<file path="config.mk">
export PLATFORM = sky130hd
export DESIGN_NAME = matrix_operand_fetch_flat
export DESIGN_NICKNAME = d
export VERILOG_FILES = /design/src/rtl/matrix_operand_fetch_if.sv /design/src/rtl/matrix_operand_fetch.sv /design/src/flat_wrapper.sv
export SDC_FILE = /design/constraint.sdc
export NUM_CORES = 1
export LEC_CHECK = 0
export BUFFER_PORTS_ARGS = -buffer_cell sky130_fd_sc_hd__buf_2
export CORE_MARGIN = 1.5
export CORE_UTILIZATION = 35
export DETAILED_ROUTE_END_ITERATION = 12
export PLACE_DENSITY_LB_ADDON = 0.15
export SETUP_SLACK_MARGIN = 0.2
export SLEW_MARGIN = 25
export SYNTH_ARGS = -nofsm -noshare
export SYNTH_HDL_FRONTEND = slang
export SYNTH_SLANG_ARGS = --single-unit
</file>
<file path="constraint.sdc">
create_clock -name clk -period 3.1 [get_ports clk]
set_clock_uncertainty 0.2 [all_clocks]
set_input_delay 0.155 -clock clk [delete_from_list [all_inputs] [get_ports clk]]
set_output_delay 0.155 -clock clk [all_outputs]
set_load 0.03 [all_outputs]
</file>
<file path="src/rtl/matrix_operand_fetch_if.sv">
// Operand-fetch handshake bundle: request/stall/register-file read port on one side,
// assembled operands and multiplier launch/status on the other.
interface matrix_operand_fetch_if;
  logic        is_matrix_mult;
  logic        stall;
  logic [7:0]  rddata;
  logic        mult_done;
  logic [2:0]  rdreg;
  logic        rd_en;
  logic [31:0] A;
  logic [31:0] B;
  logic        mult_start;
  logic        busy;
  logic        fetch_done;
  logic        fetch_error;

  // Requesting side: pipeline, register file and multiplier.
  modport master (
    output is_matrix_mult, stall, rddata, mult_done,
    input  rdreg, rd_en, A, B, mult_start, busy, fetch_done, fetch_error
  );

  // Fetch engine side.
  modport slave (
    input  is_matrix_mult, stall, rddata, mult_done,
    output rdreg, rd_en, A, B, mult_start, busy, fetch_done, fetch_error
  );
endinterface

</file>
<file path="src/rtl/matrix_operand_fetch.sv">
// Fetches operands A and B one byte per cycle from the register file, then launches the multiplier.
// Define MATRIX_FETCH_TIMEOUT_EN to add a WAIT watchdog that aborts with a fetch_error pulse.
module matrix_operand_fetch #(
  parameter logic [2:0] A_BASE         = 3'd0,
  parameter logic [2:0] B_BASE         = 3'd4,
  parameter logic [7:0] TIMEOUT_CYCLES = 8'd255
) (
  input logic                   clk,
  input logic                   reset,
  matrix_operand_fetch_if.slave bus
);

  typedef enum logic [2:0] {
    IDLE    = 3'd0,
    FETCH_A = 3'd1,
    FETCH_B = 3'd2,
    LAUNCH  = 3'd3,
    WAIT    = 3'd4
  } state_t;

  state_t      state_q, state_d;
  logic [1:0]  idx_q, idx_d;
  logic [31:0] a_q, a_d;
  logic [31:0] b_q, b_d;
  logic        done_q, done_d;
  logic [2:0]  a_addr, b_addr;

`ifdef MATRIX_FETCH_TIMEOUT_EN
  logic [7:0]  wd_q, wd_d;
  logic        err_q, err_d;
`endif

  // Register indices wrap modulo 8 through the 3-bit sum.
  always_comb begin
    a_addr = A_BASE + {1'b0, idx_q};
    b_addr = B_BASE + {1'b0, idx_q};
  end

  always_ff @(posedge clk) begin
    if (reset) begin
      state_q <= IDLE;
      idx_q   <= '0;
      a_q     <= '0;
      b_q     <= '0;
      done_q  <= 1'b0;
`ifdef MATRIX_FETCH_TIMEOUT_EN
      wd_q    <= '0;
      err_q   <= 1'b0;
`endif
    end else begin
      state_q <= state_d;
      idx_q   <= idx_d;
      a_q     <= a_d;
      b_q     <= b_d;
      done_q  <= done_d;
`ifdef MATRIX_FETCH_TIMEOUT_EN
      wd_q    <= wd_d;
      err_q   <= err_d;
`endif
    end
  end

  always_comb begin
    state_d = state_q;
    idx_d   = idx_q;
    a_d     = a_q;
    b_d     = b_q;
    done_d  = 1'b0;
`ifdef MATRIX_FETCH_TIMEOUT_EN
    wd_d    = wd_q;
    err_d   = 1'b0;
`endif

    case (state_q)
      IDLE: begin
        if (bus.is_matrix_mult) begin
          state_d = FETCH_A;
          idx_d   = '0;
        end
      end

      FETCH_A: begin
        if (!bus.stall) begin
          a_d[{idx_q, 3'b000} +: 8] = bus.rddata;
          idx_d = idx_q + 2'd1;
          if (idx_q == 2'd3) state_d = FETCH_B;
        end
      end

      FETCH_B: begin
        if (!bus.stall) begin
          b_d[{idx_q, 3'b000} +: 8] = bus.rddata;
          idx_d = idx_q + 2'd1;
          if (idx_q == 2'd3) state_d = LAUNCH;
        end
      end

      LAUNCH: begin
        state_d = WAIT;
`ifdef MATRIX_FETCH_TIMEOUT_EN
        wd_d    = '0;
`endif
      end

      WAIT: begin
        if (bus.mult_done) begin
          state_d = IDLE;
          done_d  = 1'b1;
        end
`ifdef MATRIX_FETCH_TIMEOUT_EN
        // The count reaches TIMEOUT_CYCLES on this edge, so abort now.
        else if (wd_q == TIMEOUT_CYCLES - 8'd1) begin
          state_d = IDLE;
          err_d   = 1'b1;
        end else begin
          wd_d = wd_q + 8'd1;
        end
`endif
      end

      default: state_d = IDLE;
    endcase
  end

  always_comb begin
    bus.rdreg = '0;
    bus.rd_en = 1'b0;
    case (state_q)
      FETCH_A: begin
        bus.rdreg = a_addr;
        bus.rd_en = !bus.stall;
      end
      FETCH_B: begin
        bus.rdreg = b_addr;
        bus.rd_en = !bus.stall;
      end
      default: ;
    endcase

    bus.A          = a_q;
    bus.B          = b_q;
    bus.mult_start = (state_q == LAUNCH);
    bus.busy       = (state_q != IDLE);
    bus.fetch_done = done_q;
`ifdef MATRIX_FETCH_TIMEOUT_EN
    bus.fetch_error = err_q;
`else
    bus.fetch_error = 1'b0;
`endif
  end

endmodule

</file>
<file path="src/flat_wrapper.sv">
// flat-port wrapper written by rule: the top's interface ports become plain ports
module matrix_operand_fetch_flat 
#(
  parameter logic [2:0] A_BASE         = 3'd0,
  parameter logic [2:0] B_BASE         = 3'd4,
  parameter logic [7:0] TIMEOUT_CYCLES = 8'd255
)
  (clk, reset, bus_is_matrix_mult, bus_stall, bus_rddata, bus_mult_done, bus_rdreg, bus_rd_en, bus_A, bus_B, bus_mult_start, bus_busy, bus_fetch_done, bus_fetch_error);
  matrix_operand_fetch_if bus_i ();
  input logic clk;
  input logic reset;
  input wire logic [$bits(bus_i.is_matrix_mult)-1:0] bus_is_matrix_mult;
  input wire logic [$bits(bus_i.stall)-1:0] bus_stall;
  input wire logic [$bits(bus_i.rddata)-1:0] bus_rddata;
  input wire logic [$bits(bus_i.mult_done)-1:0] bus_mult_done;
  output wire logic [$bits(bus_i.rdreg)-1:0] bus_rdreg;
  output wire logic [$bits(bus_i.rd_en)-1:0] bus_rd_en;
  output wire logic [$bits(bus_i.A)-1:0] bus_A;
  output wire logic [$bits(bus_i.B)-1:0] bus_B;
  output wire logic [$bits(bus_i.mult_start)-1:0] bus_mult_start;
  output wire logic [$bits(bus_i.busy)-1:0] bus_busy;
  output wire logic [$bits(bus_i.fetch_done)-1:0] bus_fetch_done;
  output wire logic [$bits(bus_i.fetch_error)-1:0] bus_fetch_error;
  assign bus_i.is_matrix_mult = bus_is_matrix_mult;
  assign bus_i.stall = bus_stall;
  assign bus_i.rddata = bus_rddata;
  assign bus_i.mult_done = bus_mult_done;
  assign bus_rdreg = bus_i.rdreg;
  assign bus_rd_en = bus_i.rd_en;
  assign bus_A = bus_i.A;
  assign bus_B = bus_i.B;
  assign bus_mult_start = bus_i.mult_start;
  assign bus_busy = bus_i.busy;
  assign bus_fetch_done = bus_i.fetch_done;
  assign bus_fetch_error = bus_i.fetch_error;
  matrix_operand_fetch #(.A_BASE(A_BASE), .B_BASE(B_BASE), .TIMEOUT_CYCLES(TIMEOUT_CYCLES)) u_core (.clk(clk), .reset(reset), .bus(bus_i));
endmodule
</file>
After elaboration in Yosys (flattened, before gate mapping):

Index checks and enable logic that the tools add are counted.
Widths: inputs -> output; s select.

* bits in registers: 70
* bits of input ports: 13
* word-level logic and storage cells: 49

* $add $sub $neg: 3
* equal/unequal tests: 12
* shifts and indexed selects: 2
* muxes and demuxes: 15
* bitwise gates (word level): 2
* reductions and logical operators: 10

Operator list (number)
* $bwmux 32: 2
* $shift 8x7->32 const A: 1
* $shiftx 8x7->32: 1
* $mux 3: 6
* $pmux 3 s5: 1
* $ne 2x2->1 const B: 5
* $neg 5->7: 1
* $eq 3x2->1 const B: 2
* $pmux 3 s2: 1
* $reduce_and 6->1: 1
* $mux 2: 2
* $ne 2x1->1 const B: 2
* $pmux 2 s2: 1
* $reduce_and 2->1: 2
* $reduce_or 2->1: 2
* $add 3x2->3 const A: 1
* $eq 3x1->1 const B: 1
* $eq 3x3->1 const B: 1
* $logic_not 3->1: 1
* $reduce_and 3->1: 1
* $reduce_bool 3->1: 1
* $add 2x1->2 const B: 1
* $eq 2x2->1 const B: 1
* $mux 1: 2
* other kinds (3): 4

Longest topological paths before layout:

* word-level depth: 4
* gate-level depth with buffers: 6
* gate-level depth less buffers: 6

Least setup slack after synthesis:

OpenSTA, ideal clock, no wires.

* kind: reg2reg
* start: register u_core.idx_q[0]
* end: register u_core.a_q[0], in the netlist u_core.bus.A[0]
* data arrival time: 1877 ps
* required time: 2834 ps
* slack: 956 ps
* cell stages (with the launch flop): 7
* path buffers: 0
* clock period less this slack: 2144 ps
* cells stage by stage: dfxtp_1 -> inv_1 -> ha_1 -> nand4bb_1 -> nor4b_2 -> a22oi_1 -> nor2_1

* longest elaborated chain between the ends: 3

Ends and longest elaborated chain
* start, declared: RTL line matrix_operand_fetch.sv:22 `logic [1:0] idx_q, idx_d;`
* start signal, assigned: RTL line matrix_operand_fetch.sv:52 `idx_q <= idx_d;`
* $neg 5->7 (*): RTL line matrix_operand_fetch.sv:84 `a_d[{idx_q, 3'b000} +: 8] = bus.rddata;`
* $shiftx 8x7->32 / $shift 8x7->32 (equally long branches): RTL line matrix_operand_fetch.sv:84
* $bwmux 32 (*): RTL line matrix_operand_fetch.sv:84
* end signal, assigned: RTL line matrix_operand_fetch.sv:43 `a_q <= '0;`
* end signal, assigned: RTL line matrix_operand_fetch.sv:53 `a_q <= a_d;`
* end, declared: RTL line matrix_operand_fetch.sv:23 `logic [31:0] a_q, a_d;`

Every way passes the cells marked *; elsewhere a longest branch is shown, timed or not.
A chain may end at the register's enable or synchronous reset.

Worst setup path after layout:

* start: register u_core.idx_q[0]
* end: register u_core.b_q[7], in the netlist u_core.bus.B[7]

* longest elaborated chain between the ends: 3

Ends and longest elaborated chain
* $neg 5->7 (*): RTL line matrix_operand_fetch.sv:92 `b_d[{idx_q, 3'b000} +: 8] = bus.rddata;`
* $shiftx 8x7->32 / $shift 8x7->32 (equally long branches): RTL line matrix_operand_fetch.sv:92
* $bwmux 32 (*): RTL line matrix_operand_fetch.sv:92
* end signal, assigned: RTL line matrix_operand_fetch.sv:44 `b_q <= '0;`
* end signal, assigned: RTL line matrix_operand_fetch.sv:54 `b_q <= b_d;`
* end, declared: RTL line matrix_operand_fetch.sv:24 `logic [31:0] b_q, b_d;`

Marks and branches as above.

==> results.yml <==
logic_synthesis:
  synth_top_area_share_pct: 47.6
  synthCells: 302
  ys_ff_latch: 70
  syn_area_mm2: 0.00294
  yosysTopAreaCell: "dfxtp_1"
  synth_nets: 320
  yosys-top-cells-area: "dfxtp_1 48%, mux2i_1 15%, nor2_1 8.7%"
  syn_avg_cell_area_um2: 9.74
  yosysUniqueCellTypes: 38
  synth.yosys.seq_area_share_pct: 47.6
  ys_warn_count: 0
floorplan:
  start_util_pct: 36.0
  rows: 33
  die_h_um: 94.7
  core_mm2: 0.00818
  die_x_um: 94.7
  die_area_mm2: 0.00897
  io_pins: 85
clock_network:
  clk_pin_slew_ns: 0.07
  clkLatencyLatePin_ns: 0.34
  clock_path_buffers: 2
  h-tree-depth: 3
  cts_tree: "yes"
  cts_sinks: 70
  cts-buffers-inserted: 9
  cts_root_buf: "clkbuf_8"
setup_path:
  path_max_fanout: 9
  critPathKind: "flop to flop"
  cp-end-kind: "flop"
  cpPeakStageDelay_ns: 0.76
  cp-start-kind: "flop"
  crit_required_ns: 3.18
  cpMaxStageDelayCell: "nor4b_2"
  crit_path_cell_trace: "inv_1 -> ha_1 -> nand4bb_1 -> nor4b_2 -> a22oi_1 -> nor2_1"
  cp_data_arrival_time_ns: 2.71
final_layout:
  final_common_cell: "buf_2"
  drive_gt1_share_pct: 28.9
  nets: 412
  final_cell_mix: "83 x buf_2, 70 x dfxtp_1, 68 x nor2_1"
  insertedDiodeCount: 0
  nFillCells: 829
  instances_no_fill: 503
  multi_input_area_mm2: 0.00144
  regArea_mm2: 0.00140
  area_delta_synth_final_pct: 25.3
power:
  power_density_mw_per_mm2: 489
  p_leak_nw: 1.94
  peakVddDrop_v: 0.000220
global_routing:
  grt_pass1_wl_mm: 11.8
  grt_max_degree: 42
  grt_pass1_vias: 2245
  grt_overflow: 0
  antenna_found_initial: 0
  grt_use_total_pct: 17.6
drt:
  routed_wl_mm: 7.58
  drtPass1Iterations: 4
  drtIter0Drc: 114
  antenna_left: 0
  avgViaCountPerCell: 4.86
  routed-via-count: 2445
  drcViolationCount: 0
  wl_per_cell_um: 15.1
timing:
  rsz0062_at_grt: "false"
  period_needed_ns: 2.64
  tightest_slew_ns: 0.824
  setup_viol: 0
  hold_viol: 0
  maxSlewHeadroom_pct: 44.9
  fin_crit_sh_pct: 85.1
  fmax_ghz: 0.379
  fin_tns_setup_ns: 0
  maxSlewViolCount: 0
placed_design:
  dp.cells: 479
  gp_congestion: 0.784
  portBuffers: 83
  dpl.hpwl_mm: 5.19
status:
  outcome: "finished, final reports clean"
min_path:
  min_path_type: "primary input to flop"
flow_run:
  max-cap-violations: 0
power by group:
group	internal [mW]	total (mW)	switching (mW)
registers	0.914	0.937	0.0234
logic	0.0814	0.219	0.138
clock network	0.305	0.646	0.341
total	1.30	1.80	0.502
final cells by class:
class | count | area share (%)
inverters | 6 | 0.611
flip-flops and latches | 70 | 38.0
multi-input cells | 212 | 39.0
repair buffers | 95 | 14.3
clock inverters | 4 | 0.645
well taps | 105 | 3.56
clock buffers | 11 | 3.83
cells in the mapped netlist:
cell type and count:
a21oi_1 6, a221oi_2 1, a22oi_1 16, a31oi_1 1, a32o_1 1, and2_1 23, and2_4 1, and2b_1 1
and4_1 1, and4b_1 1, and4bb_2 1, buf_1 1, buf_4 3, buf_6 2, clkbuf_1 8, conb_1 1
dfxtp_1 70, ha_1 5, inv_1 6, mux2i_1 44, nand2_1 10, nand2_2 6, nand3_1 5, nand4bb_1 1
nor2_1 68, nor2b_1 2, nor3_1 1, nor4b_1 4, nor4b_2 2, nor4b_4 2, o21ai_0 1, o21ai_1 1
o311ai_0 1, o311ai_1 1, or2_2 1, or4_4 1, or4b_1 1, xnor2_1 1
flip-flops by register name (all words and copies together), names as in the netlist:
name and cells:
u_core.state_q 3, u_core.idx_q 2, u_core.bus.B 32, u_core.bus.A 32, u_core.bus.fetch_done 1
layer usage:
metal | vias to the layer above | track usage (%) | routed length [µm]
li1 | 1216 | - | -
met1 | 1156 | 24.5 | 3640
met2 | 67 | 25.3 | 3320
met3 | 6 | 5.48 | 531
met4 | 0 | 6.34 | 89
met5 | - | 0 | 0
critical path, delay by kind of cell, from the launching register on:
kind | cells | cell delay (ns)
flip-flops | 1 | 0.47
AO/OA/AOI/OAI | 1 | 0.15
buffers and inverters | 1 | 0.17
adder cells (fa/ha/maj) | 1 | 0.40
AND/OR/NAND/NOR | 3 | 1.17
repair_timing:
item / CTS / global route
hold endpoints to repair: 17 / 0
hold buffers: 9 / 0
gates resized for setup: 0 / 0
buffers inserted: 0 / 0
worst paths after layout:
kind	from	to	slack [ns]	cells after the start
worst max-delay path	u_core.idx_q[0]	u_core.bus.B[7]	0.46	6
worst min-delay path	reset	u_core.state_q[2]	0.08	2
worst max register to register	u_core.idx_q[0]	u_core.bus.B[7]	0.46	6
worst min register to register	u_core.bus.A[9]	u_core.bus.A[9]	0.26	2
per-stage QoR:
| step | util [%] | power (mW) | cell area, µm² | hold WS, ns | worst slack (ns) |
|---|---|---|---|---|---|
| after floorplan | - | 1.11 | 2940 | 0.103 | 0.956 |
| after global placement | 42.0 | 1.17 | 3430 | 0.237 | 0.641 |
| after detailed placement | 42.0 | 1.17 | 3430 | 0.249 | 0.513 |
| after CTS | 45.1 | 1.82 | 3690 | 0.0851 | 0.481 |
| after global routing | 45.1 | 1.88 | 3690 | 0.107 | 0.272 |
| final | 45.1 | 1.80 | 3690 | 0.0820 | 0.463 |
logic make-up (layout without fill, tap and decap cells):
kind of cell	after synthesis	count (layout)	share of synthesized area (%)
and+or+nand+nor	132	132	24.3
DFF	70	70	47.6
muxes	44	44	15.0
AOI/OAI and AO/OA	29	29	7.10
buffers and inverters	20	116	3.44
adders and majority gates	5	5	2.13
other	1	1	0.127
xor gates and xnor gates	1	1	0.298
No activity file was read; power rests on OpenSTA's default activity.
